`src/rtl/instr_encoder.sv`:
```
// instr_encoder: accepts MIPS-style instruction field bundles, encodes them to 32-bit
// words and writes them sequentially to instruction memory. Optional macro: ENCODER_ILLEGAL_CHECK_EN.
`default_nettype none

module instr_encoder #(
    parameter int ADDR_W = 10
) (
    input  logic              clk,
    input  logic              rst_n,
    input  logic              start,
    input  logic [ADDR_W-1:0] base_addr,
    input  logic [ADDR_W-1:0] count,
    input  logic              in_valid,
    output logic              in_ready,
    input  logic [4:0]        op_sel,
    input  logic [4:0]        rs,
    input  logic [4:0]        rt,
    input  logic [4:0]        rd,
    input  logic [4:0]        shamt,
    input  logic [15:0]       imm,
    input  logic [25:0]       target,
    output logic              mem_req,
    input  logic              mem_gnt,
    output logic [ADDR_W-1:0] mem_addr,
    output logic [31:0]       mem_wdata,
    output logic              busy,
    output logic              done,
    output logic              err
);

    localparam logic [1:0] S_IDLE   = 2'd0;
    localparam logic [1:0] S_ACCEPT = 2'd1;
    localparam logic [1:0] S_WRITE  = 2'd2;
    localparam logic [1:0] S_DONE   = 2'd3;

    logic [1:0]        state_q, state_d;
    logic [ADDR_W-1:0] addr_q, addr_d;
    logic [ADDR_W-1:0] rem_q, rem_d;
    logic [31:0]       wdata_q, wdata_d;
    logic              err_q, err_d;
    logic [31:0]       enc_word;

    // Field forcing: shifts ignore rs, JR keeps only rs, other R-type zero shamt.
    always_comb begin
        enc_word = 32'h0000_0000;
        case (op_sel)
            5'd0:  enc_word = {6'h00, rs, rt, rd, 5'd0, 6'h20};
            5'd1:  enc_word = {6'h00, rs, rt, rd, 5'd0, 6'h22};
            5'd2:  enc_word = {6'h00, rs, rt, rd, 5'd0, 6'h24};
            5'd3:  enc_word = {6'h00, rs, rt, rd, 5'd0, 6'h25};
            5'd4:  enc_word = {6'h00, rs, rt, rd, 5'd0, 6'h26};
            5'd5:  enc_word = {6'h00, rs, rt, rd, 5'd0, 6'h27};
            5'd6:  enc_word = {6'h00, rs, rt, rd, 5'd0, 6'h2A};
            5'd7:  enc_word = {6'h00, 5'd0, rt, rd, shamt, 6'h00};
            5'd8:  enc_word = {6'h00, 5'd0, rt, rd, shamt, 6'h02};
            5'd9:  enc_word = {6'h00, rs, rt, rd, 5'd0, 6'h2B};
            5'd10: enc_word = {6'h00, rs, 5'd0, 5'd0, 5'd0, 6'h08};
            5'd11: enc_word = {6'h23, rs, rt, imm};
            5'd12: enc_word = {6'h2B, rs, rt, imm};
            5'd13: enc_word = {6'h08, rs, rt, imm};
            5'd14: enc_word = {6'h0D, rs, rt, imm};
            5'd15: enc_word = {6'h0E, rs, rt, imm};
            5'd16: enc_word = {6'h0C, rs, rt, imm};
            5'd17: enc_word = {6'h0A, rs, rt, imm};
            5'd18: enc_word = {6'h04, rs, rt, imm};
            5'd19: enc_word = {6'h05, rs, rt, imm};
            5'd20: enc_word = {6'h02, target};
            5'd21: enc_word = {6'h03, target};
            default: enc_word = 32'h0000_0000;
        endcase
    end

    always_comb begin
        state_d = state_q;
        addr_d  = addr_q;
        rem_d   = rem_q;
        wdata_d = wdata_q;
        err_d   = err_q;
        case (state_q)
            S_IDLE: begin
                if (start) begin
                    addr_d  = base_addr;
                    rem_d   = count;
                    err_d   = 1'b0;
                    state_d = (count != '0) ? S_ACCEPT : S_DONE;
                end
            end
            S_ACCEPT: begin
                if (in_valid) begin
`ifdef ENCODER_ILLEGAL_CHECK_EN
                    if (op_sel >= 5'd22) begin
                        err_d = 1'b1;
                    end else begin
                        wdata_d = enc_word;
                        state_d = S_WRITE;
                    end
`else
                    wdata_d = enc_word;
                    state_d = S_WRITE;
`endif
                end
            end
            S_WRITE: begin
                if (mem_gnt) begin
                    addr_d  = addr_q + 1'b1;
                    rem_d   = rem_q - 1'b1;
                    state_d = (rem_q == {{(ADDR_W-1){1'b0}}, 1'b1}) ? S_DONE : S_ACCEPT;
                end
            end
            default: state_d = S_IDLE;
        endcase
    end

    always_ff @(posedge clk or negedge rst_n) begin
        if (!rst_n) begin
            state_q <= S_IDLE;
            addr_q  <= '0;
            rem_q   <= '0;
            wdata_q <= 32'h0000_0000;
            err_q   <= 1'b0;
        end else begin
            state_q <= state_d;
            addr_q  <= addr_d;
            rem_q   <= rem_d;
            wdata_q <= wdata_d;
            err_q   <= err_d;
        end
    end

    assign in_ready  = (state_q == S_ACCEPT);
    assign mem_req   = (state_q == S_WRITE);
    assign busy      = (state_q == S_ACCEPT) || (state_q == S_WRITE);
    assign done      = (state_q == S_DONE);
    assign mem_addr  = addr_q;
    assign mem_wdata = wdata_q;
    assign err       = err_q;

endmodule

`default_nettype wire
```
`config.mk`:
```
export PLATFORM = sky130hd
export DESIGN_NAME = instr_encoder
export DESIGN_NICKNAME = d
export VERILOG_FILES = /design/src/rtl/instr_encoder.sv
export SDC_FILE = /design/constraint.sdc
export NUM_CORES = 1
export LEC_CHECK = 0
export CORE_ASPECT_RATIO = 1.5
export CORE_UTILIZATION = 40
export DETAILED_ROUTE_END_ITERATION = 6
export GPL_TIMING_DRIVEN = 0
export PLACE_DENSITY_LB_ADDON = 0.1
export SLEW_MARGIN = 20
export SYNTH_ARGS = -nofsm -noshare
export SYNTH_HDL_FRONTEND = slang
export SYNTH_SLANG_ARGS = --single-unit
```
`constraint.sdc`:
```
create_clock -name clk -period 2.3 [get_ports clk]
set_input_delay 0.69 -clock clk [delete_from_list [all_inputs] [get_ports clk]]
set_output_delay 0.69 -clock clk [all_outputs]
set_load 0.005 [all_outputs]
```
==> flow_summary.yaml <==
sta:
  fmax_ghz: 0.4316
  worst_pin_slew_ps: 706.4
  period_share: 1.007
  rsz0062_at_grt: "yes"
  setup_viol: 1
  maxSlewHeadroom: 0.5291
  skew_ps: 6.713
  fin_ws_ps: -16.82
  final-hold-violation-count: 0
  slew_violations: 0
  layout_min_cycle_time_ps: 2317
  timing.hold.ws_ps: 425.4
setup_path:
  arrival_ps: 1630
  timing.rr.start: "state_q[0]"
  rr_endpoint: "rem_q[9]"
  cp-start-kind: "flop"
  crit_chain: "inv_1 -> ha_2 -> clkdlybuf4s50_1"
  required_ps: 1610
  crit_end: "mem_req"
  cp-end-kind: "output pin"
  r2r_cells: 6
  max_stage_delay_ps: 540
  crit_start: "state_q[0]"
  crit_fanout: 7
  crit_type: "reg -> out"
  cp_slowest_cell: "clkdlybuf4s50_1"
  reg2reg_slack_ps: 180
placed_design:
  gp_congestion: 0.8884
  port_buffers: 134
  place_hpwl_um: 7586
  place_inst: 593
die:
  die_area_mm2: 0.008572
  coreArea_mm2: 0.007958
  die_h_um: 112.9
  io_pins: 139
  initial_utilization: 0.4121
  die-width_um: 75.93
  rows: 40
final_layout:
  area_growth_pct: 50.71
  nets: 597
  drive_gt1_frac: 0.09036
  n_antenna_cell: 0
  instances_no_fill: 603
  utilization: 0.6211
routing:
  vias: 3452
  drtIter0Drc: 148
  drtPass1Iterations: 4
  wl_per_cell_um: 16.79
  viasPerCell: 5.725
  wirelength_um: 10130
  drc: 0
  final_antenna_net_count: 0
synth:
  synth_compound_area_frac: 0.2610
  yosysUniqueCellTypes: 57
  syn_area_mm2: 0.003279
  syn_area_per_cell_um2: 9.290
  syn-instance-count: 353
  synthMuxAreaShare: 0.02289
  synth-edff-count: 0
  synth_top_family_by_area: "compound AO/OA/AOI/OAI gates"
  synth_seq_cells: 53
  yosysWarnings: 0
  synthAdderAreaFrac: 0.02671
  ys.flop_type: "dfrtp_1"
  async_flop_share: 1.000
  yosysTopAreaCellShare: 0.4044
  yosysTopAreaCell: "dfrtp_1"
  ys_seq_area_frac: 0.4044
  synth-simple-area-share: 0.2259
  synth_xor_area_frac: 0.002671
  synthTopCellsByArea: "dfrtp_1, a22oi_1, a221o_1"
outcome:
  violations: "negative setup slack"
  status: "finished, violations left"
clock_tree:
  h-tree-depth: 2
  cts_tree: "built"
  path_clk_slew_ps: 70
  cts_root_buf: "clkbuf_16"
  cts_hold_buf: 0
  clockBufferDepth: 2
  clock_latency_ps: 290
  cts_sinks: 53
  numCtsBuffers: 5
grt:
  globalRouteOverflowTotal: 0
  grt_antenna_before_repair: 0
  grt_pass1_vias: 3534
  grt_pass1_wl_um: 16550
  grt_start_max_net_pins: 54
  grt_usage: 0.2410
job:
  cap_violations: 0
pwr:
  p_leak_uw: 0.002007
  ir_drop_uv: 435.9
  power_density_mw_per_mm2: 1026
  total_power_uw: 5072
min_path:
  hold_class: "in -> async"
[cell usage after synthesis, types with 5 or more instances]
cell and count:
nand4_1 5, nand4b_1 11, buf_2 7, a22oi_1 24
o21ai_1 13, clkbuf_1 14, nor2_1 13, nor3_1 7
a21oi_1 11, ha_1 7, and3_1 12, inv_1 5
a31oi_1 5, and2_1 8, a221o_1 15, a2bb2oi_1 6
nand3_1 12, nand2b_1 11, a32oi_1 5, o21ai_0 18
nand2_1 31, buf_4 5, dfrtp_1 53
[worst min-delay path by stage]
stage,end,depth (start not counted),slack (ps),start
final,mem_addr[8],1,430,rst_n
after global routing,mem_addr[8],1,500,rst_n
after CTS,mem_addr[8],1,470,rst_n
after detailed placement,mem_wdata[26],2,480,mem_wdata[26]
after global placement,mem_wdata[28],2,470,mem_wdata[28]
after floorplan,mem_addr[0],0,390,rst_n
[layout by cell type, fill, tap and decap left out, types with 3 or more instances in the layout]
cell,count
a221o_1,15
clkdlybuf4s50_1,133
a31oi_1,5
nor3_1,7
and3_1,12
inv_2,3
inv_1,5
a22o_1,3
a21oi_1,11
or4_1,3
mux2i_1,3
nand3_1,12
buf_4,10
buf_2,7
a32oi_1,5
ha_1,5
nand4b_1,11
and2_1,8
o21ai_1,13
clkbuf_1,11
a2bb2oi_1,6
nand4_1,5
nand2b_1,11
nand2_1,31
dfrtp_1,53
mux2_2,4
o21ai_0,18
clkbuf_16,5
nor2_1,13
clkbuf_2,4
o211ai_1,3
a22oi_1,24
[worst max-delay path, delay by kind of cell, from the launching register on]
kind	cells	cell delay [ps]
buf+inv	2	640
flops	1	410
fa+ha+maj	1	290
[final cells by class]
cell class                 instances  area, um2
inverter                           8      30.03
fill                             699       3015
clock buffer                       7      142.6
buffer                            28      152.6
multi-input combinational        264       1790
timing repair buffer             138       1369
tap                              105      131.4
sequential                        53       1326
[flip-flops by register name, summed over array words and instances, names as in the netlist]
signal     flops
mem_wdata     31
state_q        2
rem_q         10
mem_addr      10
[cell families (layout without fill, tap and decap cells)]
kind of cell | Yosys count | count (layout)
XOR/XNOR | 1 | 1
flip-flops | 53 | 53
adder cells (fa/ha/maj) | 7 | 7
multiplexers | 7 | 7
AND/OR/NAND/NOR | 130 | 130
other | 1 | 2
buffers and inverters | 37 | 181
AO/OA/AOI/OAI | 117 | 117
[power by group]
group          total (uW)  internal [uW]  switching [uW]
sequential           1690           1350             341
combinational        2620           1450            1170
clock                 767            429             338
[layer usage]
layer  track usage  share of wire  up-vias  routed length [um]
met5             0              0        -                   0
met4        0.1026          0.025        0                 255
met3       0.04355          0.051       21                 515
met2        0.4582           0.55      132                5542
met1        0.2592           0.38     1670                3812
li1              -              -     1629                   -
[stage by stage]
step,TNS (ps),setup WS (ps),area (um2)
after floorplan,0,390.7,3283
after global placement,-71110,-1220,4756
after detailed placement,-7899,-272.5,4753
after CTS,-23.48,-23.48,4901
after global routing,-72.91,-49.41,4942
final,-16.82,-16.82,4942
[what timing repair did]
action,4_1_cts,5_1_grt
pin swaps,0,1
endpoints found under the setup margin,2,32
resized for setup,2,8
buffers inserted,0,4
No activity file was read; power rests on OpenSTA's default activity.
